File: config.mk
export PLATFORM = sky130hd
export DESIGN_NAME = hex_pixel_fetch_scheduler
export DESIGN_NICKNAME = d
export VERILOG_FILES = /design/src/rtl/hex_pixel_fetch_scheduler.sv
export SDC_FILE = /design/constraint.sdc
export NUM_CORES = 1
export LEC_CHECK = 0
export CAP_MARGIN = 20
export CORE_MARGIN = 4
export CORE_UTILIZATION = 35
export DETAILED_ROUTE_END_ITERATION = 10
export SETUP_SLACK_MARGIN = 0.4
export SYNTH_ARGS = -nofsm -noshare
export SYNTH_HDL_FRONTEND = slang
export SYNTH_SLANG_ARGS = --single-unit
export TNS_END_PERCENT = 20
File: constraint.sdc
create_clock -name clk -period 9.7 [get_ports clk]
set_input_delay 2.425 -clock clk [delete_from_list [all_inputs] [get_ports clk]]
set_output_delay 2.425 -clock clk [all_outputs]
set_load 0.05 [all_outputs]
File: src/rtl/hex_pixel_fetch_scheduler.sv
// Fetches the 14 hexagon pixels (7 current-frame, 7 reference-frame) for one SAD step from a shared,
// arbitrated frame memory. Optional HEX_FETCH_CF_CACHE_EN reuses the cf pixels when the cf coordinates repeat.
module hex_pixel_fetch_scheduler #(
    parameter int FRAME_W = 96,
    parameter int RD_LAT  = 2,
    parameter int RF_BASE = 9216
) (
    input  logic        clk,
    input  logic        rst,
    input  logic        req,
    input  logic [48:0] cf_x_bus,
    input  logic [48:0] cf_y_bus,
    input  logic [48:0] rf_x_bus,
    input  logic [48:0] rf_y_bus,
    output logic        busy,
    output logic        done,
    output logic [55:0] cf_pix_bus,
    output logic [55:0] rf_pix_bus,
    output logic [13:0] oob_mask,
    output logic        mem_rd,
    output logic [14:0] mem_addr,
    input  logic        mem_gnt,
    input  logic [7:0]  mem_rdata
);

    typedef enum logic [1:0] {IDLE, ISSUE, DRAIN, DONE} state_t;

    localparam logic [7:0]  FW8   = 8'(FRAME_W);
    localparam logic [14:0] FW15  = 15'(FRAME_W);
    localparam logic [14:0] RFB15 = 15'(RF_BASE);

    state_t      state_q, state_d;
    logic [3:0]  slot_q, slot_d;
    logic [6:0]  x_q [14];
    logic [6:0]  y_q [14];
    logic [13:0] oob_q;
    logic [7:0]  pix_q [14];
    logic        tag_v_q [RD_LAT];
    logic [3:0]  tag_s_q [RD_LAT];

    logic        accept;
    logic        cache_hit;
    logic [6:0]  pt_x, pt_y;
    logic        pt_oob;
    logic [14:0] pt_addr;
    logic        issue;
    logic        pend;

    assign accept  = (state_q == IDLE) && req;
    assign pt_x    = x_q[slot_q];
    assign pt_y    = y_q[slot_q];
    assign pt_oob  = ({1'b0, pt_x} >= FW8) || ({1'b0, pt_y} >= FW8);
    assign pt_addr = {8'd0, pt_y} * FW15 + {8'd0, pt_x} + ((slot_q >= 4'd7) ? RFB15 : 15'd0);

`ifdef HEX_FETCH_CF_CACHE_EN
    logic [48:0] cache_x_q, cache_y_q;
    logic        cache_vld_q;

    assign cache_hit = cache_vld_q && (cf_x_bus == cache_x_q) && (cf_y_bus == cache_y_q);

    always_ff @(posedge clk) begin
        if (rst) begin
            cache_vld_q <= 1'b0;
        end else if (state_q == DONE) begin
            cache_vld_q <= 1'b1;
        end
    end

    always_ff @(posedge clk) begin
        if (state_q == DONE) begin
            for (int i = 0; i < 7; i++) begin
                cache_x_q[7*i +: 7] <= x_q[i];
                cache_y_q[7*i +: 7] <= y_q[i];
            end
        end
    end
`else
    assign cache_hit = 1'b0;
`endif

    always_comb begin
        state_d  = state_q;
        slot_d   = slot_q;
        mem_rd   = 1'b0;
        mem_addr = 15'd0;
        issue    = 1'b0;
        pend     = 1'b0;
        // Only entries that survive this edge keep us in DRAIN; the last stage retires now.
        for (int i = 0; i < RD_LAT - 1; i++) begin
            pend = pend | tag_v_q[i];
        end
        case (state_q)
            IDLE: begin
                if (req) begin
                    state_d = ISSUE;
                    slot_d  = cache_hit ? 4'd7 : 4'd0;
                end
            end
            ISSUE: begin
                if (!pt_oob) begin
                    mem_rd   = 1'b1;
                    mem_addr = pt_addr;
                    issue    = mem_gnt;
                end
                if (pt_oob || mem_gnt) begin
                    slot_d = slot_q + 4'd1;
                    if (slot_q == 4'd13) begin
                        state_d = DRAIN;
                    end
                end
            end
            DRAIN: begin
                if (!pend) begin
                    state_d = DONE;
                end
            end
            DONE: begin
                state_d = IDLE;
            end
            default: begin
                state_d = IDLE;
            end
        endcase
    end

    assign busy = (state_q != IDLE);
    assign done = (state_q == DONE);

    always_ff @(posedge clk) begin
        if (rst) begin
            state_q <= IDLE;
            slot_q  <= 4'd0;
            oob_q   <= 14'd0;
            for (int i = 0; i < 14; i++) begin
                pix_q[i] <= 8'd0;
            end
            for (int i = 0; i < RD_LAT; i++) begin
                tag_v_q[i] <= 1'b0;
            end
        end else begin
            state_q <= state_d;
            slot_q  <= slot_d;
            if (accept) begin
                oob_q <= cache_hit ? {7'd0, oob_q[6:0]} : 14'd0;
            end
            if ((state_q == ISSUE) && pt_oob) begin
                oob_q[slot_q] <= 1'b1;
                pix_q[slot_q] <= 8'd0;
            end
            tag_v_q[0] <= issue;
            for (int i = 1; i < RD_LAT; i++) begin
                tag_v_q[i] <= tag_v_q[i-1];
            end
            if (tag_v_q[RD_LAT-1]) begin
                pix_q[tag_s_q[RD_LAT-1]] <= mem_rdata;
            end
        end
    end

    always_ff @(posedge clk) begin
        tag_s_q[0] <= slot_q;
        for (int i = 1; i < RD_LAT; i++) begin
            tag_s_q[i] <= tag_s_q[i-1];
        end
        if (accept) begin
            for (int i = 0; i < 7; i++) begin
                x_q[i]     <= cf_x_bus[7*i +: 7];
                y_q[i]     <= cf_y_bus[7*i +: 7];
                x_q[i + 7] <= rf_x_bus[7*i +: 7];
                y_q[i + 7] <= rf_y_bus[7*i +: 7];
            end
        end
    end

    assign oob_mask = oob_q;

    generate
        for (genvar gi = 0; gi < 7; gi++) begin : g_pix
            assign cf_pix_bus[8*gi +: 8] = pix_q[gi];
            assign rf_pix_bus[8*gi +: 8] = pix_q[gi + 7];
        end
    endgenerate

endmodule

# Word-level counts from Yosys, hierarchy flattened
# Memory sizes are Yosys's and may differ from the RTL's. A register that Yosys moved wholly into a read port is not among the register bits.
# Index checks and enable logic that the tools add are counted.
totals:
  mem_count: 5
  elab_cells: 83
  output_inout_bits: 144
  reg_bits: 20
  input_bits: 208
  ramBits: 318
memory_table:
  columns: ["name", "depth", "width", "rd", "rd_clocked_by_memory_dff", "wr", "line", "rtl"]
  rows:
  - ["pix_q", 14, 8, 14, 0, 14, "37", "logic [7:0] pix_q [14];"]
  - ["x_q", 14, 7, 1, 1, 14, "34", "logic [6:0] x_q [14];"]
  - ["y_q", 14, 7, 1, 1, 14, "35", "logic [6:0] y_q [14];"]
  - ["tag_s_q", 2, 4, 2, 0, 2, "39", "logic [3:0] tag_s_q [RD_LAT];"]
  - ["tag_v_q", 2, 1, 2, 0, 2, "38", "logic tag_v_q [RD_LAT];"]
classes:
  bitwise: 3
  mul: 1
  mux: 43
  reduce_logical: 12
  n_eq_ne: 8
  order_cmp: 5
  add_sub_neg: 3
op_table:
  columns: ["cell", "count"]
  rows:
  - ["$mux 14", 4]
  - ["$mux 4", 8]
  - ["$mux 15", 2]
  - ["$mux 1", 20]
  - ["$mux 8", 2]
  - ["$reduce_or 8->1", 2]
  - ["$add 14x7->15", 1]
  - ["$add 15x14->15", 1]
  - ["$ge 7x7->1 const B", 2]
  - ["$or 14x14->14", 1]
  - ["$mul 7x2->9 const B", 1]
  - ["$mux 2", 4]
  - ["$ne 2x2->1 const B", 4]
  - ["$pmux 2 s4", 1]
  - ["$pmux 4 s2", 1]
  - ["$lt 4x5->1 const B", 1]
  - ["$add 4x1->4 const B", 1]
  - ["$demux 1 s4", 1]
  - ["$eq 2x2->1 const B", 2]
  - ["$eq 4x4->1 const B", 1]
  - ["$ge 4x1->1 const B", 1]
  - ["$ge 4x3->1 const B", 1]
  - ["$reduce_and 4->1", 1]
  - ["$reduce_bool 2->1", 2]
  - ["6 further kinds", 10]

# Longest topological paths before layout
logic_depth:
  ltp_word: 8
  ltp_mapped: 20
  mapped_depth_nobuf: 16

# Worst setup path after synthesis
# OpenSTA, ideal clock, no wires.
synth_path:
  kind: "register to output"
  startpoint: "reg (tool-made name)"
  endpoint: "out mem_addr[13]"
  n_path_buf: 4
  stages_incl_launch_ff: 19
  arrival_time_ps: 5279
  t_required_ps: 7275
  slack_ps: 1996
  path_cell_list: "dfxtp_1 > buf_6 > buf_4 > buf_2 > buf_2 > mux4_2 > o211ai_1 > o21a_1 > inv_1 > ha_1 > fa_1 > a21o_1 > a21oi_1 > xor2_1 > ha_1 > nor4bb_1 > a31oi_1 > or4_1 > a21oi_1"
synth_rtl:
  columns: ["element", "line", "rtl"]
  rows:
  - ["end: declaration", "21", "output logic [14:0] mem_addr,"]

==> metrics <==
RePlAce Congestion 0.7535; hold path depth 0; unrepaired setup endpoints after global routing false; Total Power 4523 uW; area grow syn2layout 38.05%; Final Critical Period 8.334 ns; Final nets 1424; met1 WL 15.32 mm; Clock Pin Slew Worst Setup and Hold Paths 0.06 ns; crit start category flip-flop; TritonCTS buffer count 38; die width 207.5 um; EDFF count, synth 308; Highest Signal Layer met5; commonest non-fill, non-tap cell in the layout clkdlybuf4s50_1; Synth async-reset ratio 0%; hpwl dp 26.90 mm; P per Cell Area 235.2 nW/um2; fin crit share 85.92%; skew final 0.01817 ns; WHS Endpoint tag_s_q[0][7]; DRT Wirelength 36.75 mm; Slowest cell on crit path clkdlybuf4s50_1; 1st-iter DRT viols 376; kind of critical path flip-flop to output port; FP Rows 72; Worst EP arrival 5.91 ns; Tightest Pin Transition 0.9727 ns; setup violators final 0; sequential area share after synthesis 71.28%; Worst Path Required 7.28 ns; P_leak 0.006679 uW; Initial Utilization 35.71%; reg-to-reg critical path endpoint pix_q[1][2]; postcts setup bufs 0; Post-route DRC 0; Warnings, synthesis 0; Worst-Skew Late Latency 0.55 ns; met3 WL 3.346 mm; CTS max path bufs 3; Final Hold Viols 0; VDD IR max 0.1269 mV; wire per inst 21.13 um; Via density 4.801; most frequent cells in the layout 351 x clkdlybuf4s50_1, 308 x edfxtp_1, 112 x and2_1; GRT Total Usage 16.64%; first-pass GRT wire length 54.68 mm; Hold Crit Start tag_s_q[0][3]; CTS tree yes; ys flop type edfxtp_1; post-synth top area share 66.39%; routed wl met2 17.39 mm; HP Class flip-flop to flip-flop; Synth area leaders edfxtp_1 66%, mux4_2 6.3%, and2_1 5.0%; setup TNS 0 ns; f_max 120.0 MHz; global route overflow 0; flop2flop setup slack 5.45 ns; R2R depth 11; Top delay family on crit path buffers and inverters; Cells after Synth 829; post-CTS sizing 0; Max Cap Viol 0; drt pass-1 iters 5; flops & latches, synth 342; die area 43060 um2; Die Y 207.5 um; H-tree Lvls 2; # hold bufs at CTS 0; Slew Viols, Final 0; I/O Buffers 351; ANT nets after route 0; outcome completed; Mapped Area 13930 um2; crit-path max FO 40; Crit. path cell count 14; layout cells sized above 1 9.844%; number of global-route vias before repair 8779; Num Clock Sinks 342; initial antenna violation count 7; CP Cell Sequence buf_4, mux4_2, mux2i_1, o21a_1, ha_1, a21o_1, a21oi_1, xor2_1, ha_1, nor4bb_1, a31oi_1, or4_1, a21oi_1, clkdlybuf4s50_1; via count 8349; core outline area 39010 um2; I/O pin count 352; CP max stage delay 0.83 ns; syn_nets 1062; Worst Path Buf+Inv 2; Yosys cell types 62; syn avg cell area 16.80 um2; largest area contributor in the netlist edfxtp_1; headroom to the max-slew limit 35.16%; largest net degree at the start of global routing 122; CTS root buffer clkbuf_16; CP Capture Type output port
==> cell families (layout without fill, tap and decap cells) <==
group,count (synthesis),in the layout,synth area share [%]
flip-flops,342,342,71.28
AND/OR/NAND/NOR,238,238,9.826
AO/OA/AOI/OAI,81,81,4.625
multiplexers,74,74,9.484
buffers and inverters,59,449,1.805
adder cells (fa/ha/maj),25,25,2.353
XOR/XNOR,10,10,0.6287
other,0,2,0
==> registers in the layout, indices dropped and copies added (netlist names), named ones only <==
name and cells:
state_q 2, tag_s_q 8, y_q 98, pix_q 112
slot_q 4, oob_mask 14, tag_v_q 2, x_q 98
==> cell usage after synthesis, types with 7 or more instances <==
cell      number
a22o_1         7
dfxtp_1       34
edfxtp_1     308
a21oi_1       13
inv_1         22
nand3b_1       7
nor3_1         9
o21a_1         7
nand2b_1      13
and3_1         9
mux2i_1       21
and2_1       112
nand2_1       29
mux4_2        39
mux2_2         9
buf_2         11
a311o_1        9
nor2_1        32
ha_1          23
clkbuf_1      20
==> metrics by stage <==
step	hold WS [ns]	cells	util [%]	worst slack (ns)	instance area [um2]
finish	0.3225	1739	49.30	1.366	19230
global route	0.3316	1737	49.29	0.9130	19230
CTS	0.3269	1737	49.29	1.215	19230
detailed placement	0.3121	1669	46.13	1.834	17990
global placement	0.3117	1669	46.13	1.924	17990
floorplan	0.3096	829	-	1.996	13930
==> worst max-delay path by stage <==
stage,from,end,slack (ns)
after floorplan,flip-flop,mem_addr[13],2.00
after global placement,flip-flop,mem_addr[13],1.92
after detailed placement,flip-flop,mem_addr[13],1.83
after CTS,flip-flop,mem_addr[13],1.22
after global routing,flip-flop,mem_addr[13],0.91
final,flip-flop,mem_addr[13],1.37
==> where the power goes <==
part | switching [uW] | leakage [uW] | internal [uW]
combinational | 689 | 0.00278 | 441
sequential | 73.4 | 0.00330 | 1890
clock | 580 | 0.000598 | 846
==> per-layer routing <==
layer / track usage (%) / vias to the layer above
met4: 4.378 / 12
met5: 0 / -
met3: 5.985 / 54
met1: 21.08 / 4040
li1: - / 3912
met2: 27.35 / 331
==> final cells by class <==
type	count	area [um2]
inverters	23	93.84
clock inverters	22	231.5
diodes	2	5.005
multi-input cells	428	3750
fillers	3255	19780
repair buffers	358	3566
clock buffers	46	1002
well taps	518	648.1
flip-flops and latches	342	9936
(Power assumes the default switching activity.)
